### config.mk
export PLATFORM = sky130hd
export DESIGN_NAME = noc_output_vc_scheduler_flat
export DESIGN_NICKNAME = d
export VERILOG_FILES = /design/src/rtl/noc_output_vc_scheduler_if.sv /design/src/rtl/noc_output_vc_scheduler.sv /design/src/flat_wrapper.sv
export SDC_FILE = /design/constraint.sdc
export NUM_CORES = 1
export LEC_CHECK = 0
export CAP_MARGIN = 10
export CORE_MARGIN = 2
export CORE_UTILIZATION = 51
export DETAILED_ROUTE_END_ITERATION = 8
export GPL_ROUTABILITY_DRIVEN = 0
export PLACE_DENSITY = 0.82
export SETUP_SLACK_MARGIN = 0.02
export SYNTH_ARGS = -nofsm -noshare
export SYNTH_HDL_FRONTEND = slang
export SYNTH_SLANG_ARGS = --single-unit
export TNS_END_PERCENT = 10
### constraint.sdc
create_clock -name noc_clk -period 3.75 [get_ports noc_clk]
set_input_delay 0.75 -clock noc_clk [delete_from_list [all_inputs] [get_ports noc_clk]]
set_output_delay 0.75 -clock noc_clk [all_outputs]
set_load 0.005 [all_outputs]
### src/rtl/noc_output_vc_scheduler_if.sv
// Handshake bundle between VC buffers / allocator (master) and the output VC scheduler (slave).
interface noc_output_vc_scheduler_if #(
    parameter int unsigned CHANNELS = 2
);
    logic [CHANNELS-1:0] vc_valid;
    logic [CHANNELS-1:0] vc_sop;
    logic [CHANNELS-1:0] vc_eop;
    logic [CHANNELS-1:0] credit_return;
    logic [CHANNELS-1:0] vc_pop;
    logic                link_valid;
    logic [CHANNELS-1:0] link_vc;
    logic [CHANNELS-1:0] vc_ready;
    logic                credit_err;

    modport master (
        output vc_valid, vc_sop, vc_eop, credit_return,
        input  vc_pop, link_valid, link_vc, vc_ready, credit_err
    );

    modport slave (
        input  vc_valid, vc_sop, vc_eop, credit_return,
        output vc_pop, link_valid, link_vc, vc_ready, credit_err
    );
endinterface

### src/rtl/noc_output_vc_scheduler.sv
// Per-output-port flit scheduler: credit-gated round-robin pick of one VC per cycle.
// Define NOC_SCHED_PKT_LOCK_EN to hold the link on one VC for a whole packet.
module noc_output_vc_scheduler #(
    parameter int unsigned CHANNELS = 2,
    parameter int unsigned CREDITS  = 4
) (
    input  logic                           noc_clk,
    input  logic                           noc_rst_n,
    noc_output_vc_scheduler_if.slave       bus
);
    localparam int unsigned CNT_W = $clog2(CREDITS + 1);
    localparam int unsigned PTR_W = (CHANNELS > 1) ? $clog2(CHANNELS) : 1;

    logic [CNT_W-1:0]      credit_q [CHANNELS];
    logic [CNT_W-1:0]      credit_d [CHANNELS];
    logic [PTR_W-1:0]      rr_q, rr_d;
    logic                  link_valid_q;
    logic [CHANNELS-1:0]   link_vc_q;
    logic                  credit_err_q, credit_err_d;

    logic [CHANNELS-1:0]   ready, lock_ok, elig, rot, rot_pick, pop;
    logic [2*CHANNELS-1:0] elig_dbl, pick_dbl;
    logic [PTR_W-1:0]      win;

`ifdef NOC_SCHED_PKT_LOCK_EN
    typedef enum logic {ST_IDLE, ST_LOCKED} lock_state_e;
    lock_state_e           state_q;
    logic [CHANNELS-1:0]   lock_vc_q;

    assign lock_ok = (state_q == ST_LOCKED) ? lock_vc_q : '1;
`else
    logic unused_pkt_marks;

    assign lock_ok          = '1;
    assign unused_pkt_marks = ^{bus.vc_sop, bus.vc_eop};
`endif

    always_comb begin
        for (int unsigned i = 0; i < CHANNELS; i++) begin
            ready[i] = (credit_q[i] != '0);
        end
    end

    // Rotate so rr_q lands at bit 0, keep the lowest set bit, then rotate back.
    always_comb begin
        elig     = bus.vc_valid & ready & lock_ok;
        elig_dbl = {elig, elig} >> rr_q;
        rot      = elig_dbl[CHANNELS-1:0];
        rot_pick = rot & (~rot + 1'b1);
        pick_dbl = {rot_pick, rot_pick} << rr_q;
        pop      = pick_dbl[2*CHANNELS-1:CHANNELS];
    end

    always_comb begin
        win = '0;
        for (int unsigned i = 0; i < CHANNELS; i++) begin
            if (pop[i]) win = i[PTR_W-1:0];
        end
        rr_d = rr_q;
        if (|pop) rr_d = (win == PTR_W'(CHANNELS - 1)) ? '0 : win + 1'b1;
    end

    always_comb begin
        credit_err_d = credit_err_q;
        for (int unsigned i = 0; i < CHANNELS; i++) begin
            credit_d[i] = credit_q[i];
            case ({pop[i], bus.credit_return[i]})
                2'b10: credit_d[i] = credit_q[i] - 1'b1;
                2'b01: begin
                    if (credit_q[i] == CNT_W'(CREDITS)) credit_err_d = 1'b1;
                    else                                credit_d[i] = credit_q[i] + 1'b1;
                end
                default: ;
            endcase
        end
    end

    always_ff @(posedge noc_clk) begin
        if (!noc_rst_n) begin
            for (int unsigned i = 0; i < CHANNELS; i++) credit_q[i] <= CNT_W'(CREDITS);
            rr_q         <= '0;
            link_valid_q <= 1'b0;
            link_vc_q    <= '0;
            credit_err_q <= 1'b0;
`ifdef NOC_SCHED_PKT_LOCK_EN
            state_q      <= ST_IDLE;
            lock_vc_q    <= '0;
`endif
        end else begin
            credit_q     <= credit_d;
            rr_q         <= rr_d;
            link_valid_q <= |pop;
            link_vc_q    <= pop;
            credit_err_q <= credit_err_d;
`ifdef NOC_SCHED_PKT_LOCK_EN
            if (|pop) begin
                if (state_q == ST_IDLE) begin
                    if (|(bus.vc_sop & pop) && !(|(bus.vc_eop & pop))) begin
                        state_q   <= ST_LOCKED;
                        lock_vc_q <= pop;
                    end
                end else if (|(bus.vc_eop & pop)) begin
                    state_q <= ST_IDLE;
                end
            end
`endif
        end
    end

    assign bus.vc_pop     = pop;
    assign bus.link_valid = link_valid_q;
    assign bus.link_vc    = link_vc_q;
    assign bus.vc_ready   = ready;
    assign bus.credit_err = credit_err_q;

endmodule

### src/flat_wrapper.sv
// flat-port wrapper written by rule: the top's interface ports become plain ports
module noc_output_vc_scheduler_flat 
#(
    parameter int unsigned CHANNELS = 2,
    parameter int unsigned CREDITS  = 4
)
  (noc_clk, noc_rst_n, bus_vc_valid, bus_vc_sop, bus_vc_eop, bus_credit_return, bus_vc_pop, bus_link_valid, bus_link_vc, bus_vc_ready, bus_credit_err);
  noc_output_vc_scheduler_if #(.CHANNELS(CHANNELS)) bus_i ();
  input  logic noc_clk;
  input  logic noc_rst_n;
  input wire logic [$bits(bus_i.vc_valid)-1:0] bus_vc_valid;
  input wire logic [$bits(bus_i.vc_sop)-1:0] bus_vc_sop;
  input wire logic [$bits(bus_i.vc_eop)-1:0] bus_vc_eop;
  input wire logic [$bits(bus_i.credit_return)-1:0] bus_credit_return;
  output wire logic [$bits(bus_i.vc_pop)-1:0] bus_vc_pop;
  output wire logic [$bits(bus_i.link_valid)-1:0] bus_link_valid;
  output wire logic [$bits(bus_i.link_vc)-1:0] bus_link_vc;
  output wire logic [$bits(bus_i.vc_ready)-1:0] bus_vc_ready;
  output wire logic [$bits(bus_i.credit_err)-1:0] bus_credit_err;
  assign bus_i.vc_valid = bus_vc_valid;
  assign bus_i.vc_sop = bus_vc_sop;
  assign bus_i.vc_eop = bus_vc_eop;
  assign bus_i.credit_return = bus_credit_return;
  assign bus_vc_pop = bus_i.vc_pop;
  assign bus_link_valid = bus_i.link_valid;
  assign bus_link_vc = bus_i.link_vc;
  assign bus_vc_ready = bus_i.vc_ready;
  assign bus_credit_err = bus_i.credit_err;
  noc_output_vc_scheduler #(.CHANNELS(CHANNELS), .CREDITS(CREDITS)) u_core (.noc_clk(noc_clk), .noc_rst_n(noc_rst_n), .bus(bus_i));
endmodule
* Word level (Yosys, flattened, before mapping)
Cells that the tools add are included.
** Storage, ports and cells
- Register bits :: 11
- Bits in latches :: 0
- RAM bits :: 0
- ROM bits :: 0
- Input port bits :: 10
- Output and inout bits :: 8
- Memories kept :: 0
** Cells by class
- Add/subtract/negate cells :: 6
- Multipliers :: 0
- Divide/modulo/power cells :: 0
- Magnitude comparators :: 0
- Equal/unequal tests :: 8
- Shift-type cells :: 2
- Multiplexer cells :: 10
- Bitwise operators :: 3
- Reductions and logical operators :: 7
** Operator list (number)
- $pmux 3 s2 :: 2
- $add 3x1->3 const B :: 2
- $eq 3x3->1 const B :: 2
- $mux 1 :: 6
- $mux 3 :: 2
- $reduce_bool 3->1 :: 2
- $sub 3x1->3 const B :: 2
- $and 2x2->2 :: 2
- $eq 2x1->1 const B :: 2
- $eq 2x2->1 const B :: 2
- $ne 2x2->1 const B :: 2
- $reduce_and 2->1 :: 2
- $reduce_bool 2->1 :: 2
- $shl 4x1->4 :: 1
- $shr 4x1->2 :: 1
- $add 2x1->2 const B :: 1
- $not 2->2 :: 1
- $reduce_or 2->1 :: 1
- $add 1x1->1 const B :: 1

* Longest topological paths before layout
- Word-level depth :: 11
- Depth in mapped cells :: 10

* Worst setup path after synthesis
No wires, ideal clock.
- Path kind :: in2reg
- Start point :: input port bus_vc_valid[0]
- End point :: register u_core.credit_q[2] (netlist name)
- Setup time :: 0.126 ns
- Data arrival time :: 2.067 ns
- Required time :: 3.624 ns
- Path slack :: 1.557 ns
- Stages on the path :: 9
- Path buffers :: 0
- Path through :: o31a_1 -> a21o_4 -> nand2_1 -> xor2_1 -> ha_1 -> nor3_1 -> or3_1 -> a21oi_1 -> a211oi_2
** Between the ends
- Word-level cells in the longest chain between the ends :: 9
- Elaborated cells on any way between the ends :: 12
- Those cells by class :: 1 x add/sub; 3 x eq/ne; 2 x shift; 1 x mux; 3 x bitwise; 2 x reduce/logical
** RTL lines
- start, declared :: line flat_wrapper.sv:11 : input wire logic [$bits(bus_i.vc_valid)-1:0] bus_vc_valid;
- $and 2x2->2 * :: line noc_output_vc_scheduler.sv:46 : elig = bus.vc_valid & ready & lock_ok;
- $shr 4x1->2 * :: line noc_output_vc_scheduler.sv:47 : elig_dbl = {elig, elig} >> rr_q;
- $not 2->2 :: line noc_output_vc_scheduler.sv:49 : rot_pick = rot & (~rot + 1'b1);
- $add 2x1->2 :: line noc_output_vc_scheduler.sv:49
- $and 2x2->2 * :: line noc_output_vc_scheduler.sv:49
- $shl 4x1->4 * :: line noc_output_vc_scheduler.sv:50 : pick_dbl = {rot_pick, rot_pick} << rr_q;
- $eq 2x1->1 / $eq 2x2->1 (equally long branches) :: line noc_output_vc_scheduler.sv:67 : case ({pop[i], bus.credit_return[i]})
- $ne 2x2->1 (no source line) / $reduce_bool 2->1 (equally long branches)
- $reduce_and 2->1 (no source line)
- end signal, assigned :: line noc_output_vc_scheduler.sv:90 : credit_q <= credit_d;
- end, declared :: line noc_output_vc_scheduler.sv:14 : logic [CNT_W-1:0] credit_q [CHANNELS];
Every way passes the cells marked *; elsewhere a longest branch is shown, timed or not.
A chain may end at the register's enable or synchronous reset.

* Final worst setup path
- Start point :: input port bus_vc_valid[1]
- End point :: output port bus_vc_pop[1]
** Between the ends
- Word-level cells in the longest chain between the ends :: 6
** RTL lines
- $and 2x2->2 * :: line noc_output_vc_scheduler.sv:46
- $shr 4x1->2 * :: line noc_output_vc_scheduler.sv:47
- $not 2->2 :: line noc_output_vc_scheduler.sv:49
- $add 2x1->2 :: line noc_output_vc_scheduler.sv:49
- $and 2x2->2 * :: line noc_output_vc_scheduler.sv:49
- $shl 4x1->4 * :: line noc_output_vc_scheduler.sv:50
- end, declared :: line flat_wrapper.sv:15 : output wire logic [$bits(bus_i.vc_pop)-1:0] bus_vc_pop;
Marks and branches as above.

==> metrics.md <==
| Metric | Value |
|---|---|
| Inst Count DP | between 100 and 150 |
| Yosys top cell by area | dfxtp_1 |
| Ys flop type | dfxtp_1 |
| Hold Path End | u_core.rr_q |
| Syn Area/Cell | slightly below 9 um^2 |
| Die span in y | 42.2 um |
| Ys Warns | 0 |
| RSZ-0062 raised after global routing | false |
| ANT cells | 0 |
| Via-per-instance ratio | 5.78 |
| First-pass GRT wire length | ~2.3 mm |
| Worst R2R Start | u_core.credit_q[3] |
| Syn Std Cell Area | between 700 and 800 um^2 |
| Synth Area in Compound Gates | approximately a quarter |
| Initial Util | between 50% and 60% |
| 1st-pass router iterations | 4 |
| # IOs | 18 |
| Cell mode on critical path | clkdlybuf4s50_1 |
| Reg-to-reg endpoint | u_core.credit_q[2] |
| WL final | ~1.4 mm |
| Largest net degree at the start of global routing | 14 |
| Crit. End Element | output pin |
| CP max FO | 8 |
| Worst skew pair latency | around 270 ps |
| HP Start | u_core.rr_q |
| Register area share after synthesis | roughly 30% |
| Yosys cell types | 38 |
| Max-Slew Margin vs Limit | ~72% |
| Post-synthesis xor/xnor area fraction | between 2 and 2.5% |
| Mux share of post-synthesis cell area | 0% |
| Peak Freq | approximately 340 MHz |
| Fillers | between 100 and 150 |
| CTS clk-pin slew, worst paths | approximately 70 ps |
| Crit path time final | 2960 ps |
| Root buffer cell | clkbuf_4 |
| Wire per inst | approximately 13 um |
| Post-synth top area share | 29.6% |
| Cts hold-fix bufs | 0 |
| WP data arrival | roughly 2200 ps |
| Fin. max-slew vios | 0 |
| Number of H-tree levels | 1 |
| Layout Nets | about 110 |
| Layout Area Growth over Synthesis | 17.5% |
| Ratio of cells with drive above 1 in the final layout | 13.5% |
| CTS Buf Count | 3 |
| Post-synthesis cell count | between 80 and 90 |
| CTS tree | done |
| Max IR drop VDD | about 0.00026 V |
| Outcome | finished clean |
| Post-cts sizing count | 0 |
| Worst Skew | between 0.5 and 0.6 ps |
| Adder and majority cell fraction of the synthesized area | approximately 3.4% |
| CP required | about 3000 ps |
| Top cells by area, synth | dfxtp_1, nand3_1, nand3b_1 |
| Drt initial violations | 5 |
| CP Cell Sequence | clkdlybuf4s50_1, o31ai_2, a21o_4, clkinv_4, clkdlybuf4s50_1 |
| CTS sink cnt | 11 |
| Vias | 642 |
| Worst reg2reg path depth | 9 |
| CP Launch Type | input port |
| Final Cycle Share | about four fifths |
| Bufs on Longest Clock Path | 2 |
| Final hold vios | 0 |
| Total track usage | 17.3% |
| Total of max-cap violations | 0 |
| Register bit total from synthesis | 11 |
| Crit-path slowest cell | clkdlybuf4s50_1 |
| Power per Cell Area | roughly 440 mW/mm^2 |
| FP Rows | 13 |
| Hold Crit Class | reg -> reg |
| Vias in the first global route | 546 |
| Die area | 0.00178 mm^2 |
| CP peak stage delay | 540 ps |
| Leakage | between 0.3 and 0.4 nW |
| Cell count of the worst hold path | 2 |
| # setup viols final | 0 |
| Core area | 0.00133 mm^2 |
| Synth async-reset ratio | 0% |
| R2r setup slk | between 1500 and 2000 ps |
| Die width | 42.2 um |
| DR DRC count | 0 |
| Initial antenna violation count | 0 |
| Antenna Nets Post-Route | 0 |
| Grt total ovfl | 0 |
| Simple-Gate Fraction of Synth Area | 30.9% |
| Synthesized net count | 97 |
| DP Wirelength | between 1 and 1.5 mm |
| Measured slew at the worst slew-check pin | between 400 and 500 ps |
| WS Path Type | in -> out |
| Post-route insts no fill | approximately 110 |
| Buffers added on ports | 13 |
| Largest family of logic cells by synthesized area | simple AND/OR/NAND/NOR gates |
| TNS Setup | 0 ps |
| Post-CTS setup buffers | 0 |
| EDFF count, synth | 0 |
[power by group]
part / internal [mW] / switching, mW
sequential: 0.136 / 0.0295
combinational: 0.0704 / 0.0622
clock: 0.0413 / 0.0414
total: 0.247 / 0.133
[through the flow]
step / total power [mW] / hold slack [ps] / setup WS, ps / cell area, um^2 / util [%]
after floorplan: 0.263 / 474 / 1560 / 744 / -
after global placement: 0.296 / 489 / 791 / 848 / 63.6
after detailed placement: 0.299 / 494 / 793 / 848 / 63.6
after CTS: 0.385 / 522 / 791 / 875 / 65.6
after global routing: 0.412 / 536 / 723 / 875 / 65.6
final: 0.380 / 523 / 794 / 875 / 65.6
[area by class of cell]
class | instances | area [um^2] | share of cell area, %
multi-input cells | 64 | 459 | 52.5
flip-flops and latches | 11 | 220 | 25.2
repair buffers | 13 | 130 | 14.9
clock buffers | 4 | 26.3 | 3.00
inverters | 4 | 20.0 | 2.29
well taps | 15 | 18.8 | 2.15
[synthesized netlist by cell type (2+ instances only)]
| library cell | n |
|---|---|
| nand2_1 | 7 |
| dfxtp_1 | 11 |
| inv_1 | 2 |
| ha_1 | 2 |
| or3b_1 | 2 |
| o21ai_1 | 2 |
| buf_4 | 2 |
| nand3_1 | 6 |
| xor2_1 | 2 |
| nand3b_1 | 4 |
| nand4b_1 | 2 |
| buf_6 | 2 |
| or3_1 | 3 |
| o211ai_1 | 2 |
| o31ai_2 | 2 |
| nor3_1 | 3 |
| nor2_1 | 5 |
| clkbuf_1 | 2 |
| a21oi_1 | 5 |
[cell families (layout without fill, tap and decap cells)]
group	Yosys count	in the layout
AO/OA/AOI/OAI	22	22
XOR/XNOR	2	2
buffers and inverters	10	21
flip-flops	11	11
adder cells (fa/ha/maj)	2	2
AND/OR/NAND/NOR	38	38
[metal layers]
layer  vias up  GRT usage (%)  wire length [um]
li1        341              -                 -
met1       286           20.9               668
met2        12           27.7               652
met3         3           8.19                68
met4         0           3.75                16
met5         -              0                 0
[sequential cells by signal, summed over array words and instances, names as in the netlist]
signal,count
u_core.bus.credit_err,1
u_core.bus.link_valid,1
u_core.bus.link_vc,2
u_core.credit_q,6
u_core.rr_q,1
[cell usage in the layout (no fill, tap or decap), types with 2 or more instances in the layout]
cell type / synthesis / routed
clkdlybuf4s50_1: 0 / 13
dfxtp_1: 11 / 11
nand2_1: 7 / 7
nand3_1: 6 / 6
a21oi_1: 5 / 5
nor2_1: 5 / 5
nand3b_1: 4 / 4
or3_1: 3 / 3
nor3_1: 3 / 3
clkbuf_4: 0 / 3
inv_1: 2 / 2
o31ai_2: 2 / 2
xor2_1: 2 / 2
or3b_1: 2 / 2
nand4b_1: 2 / 2
o211ai_1: 2 / 2
o21ai_1: 2 / 2
ha_1: 2 / 2
[critical path, delay by kind of cell]
family	cells	cell delay, ps
AOI/OAI and AO/OA	2	360
buffers and inverters	3	1100
[how the worst max path moves through the flow]
stage | depth (start not counted) | slack [ps] | endpoint | start
4_1_cts | 5 | 790 | bus_vc_pop[1] | bus_vc_valid[0]
3_3_place_gp | 5 | 790 | bus_vc_pop[1] | bus_vc_valid[0]
3_5_place_dp | 5 | 790 | bus_vc_pop[1] | bus_vc_valid[0]
5_1_grt | 5 | 720 | bus_vc_pop[0] | bus_vc_valid[0]
2_1_floorplan | 9 | 1560 | u_core.credit_q[2] | bus_vc_valid[0]
6_report | 5 | 790 | bus_vc_pop[1] | bus_vc_valid[1]
No activity file was read; power rests on OpenSTA's default activity.
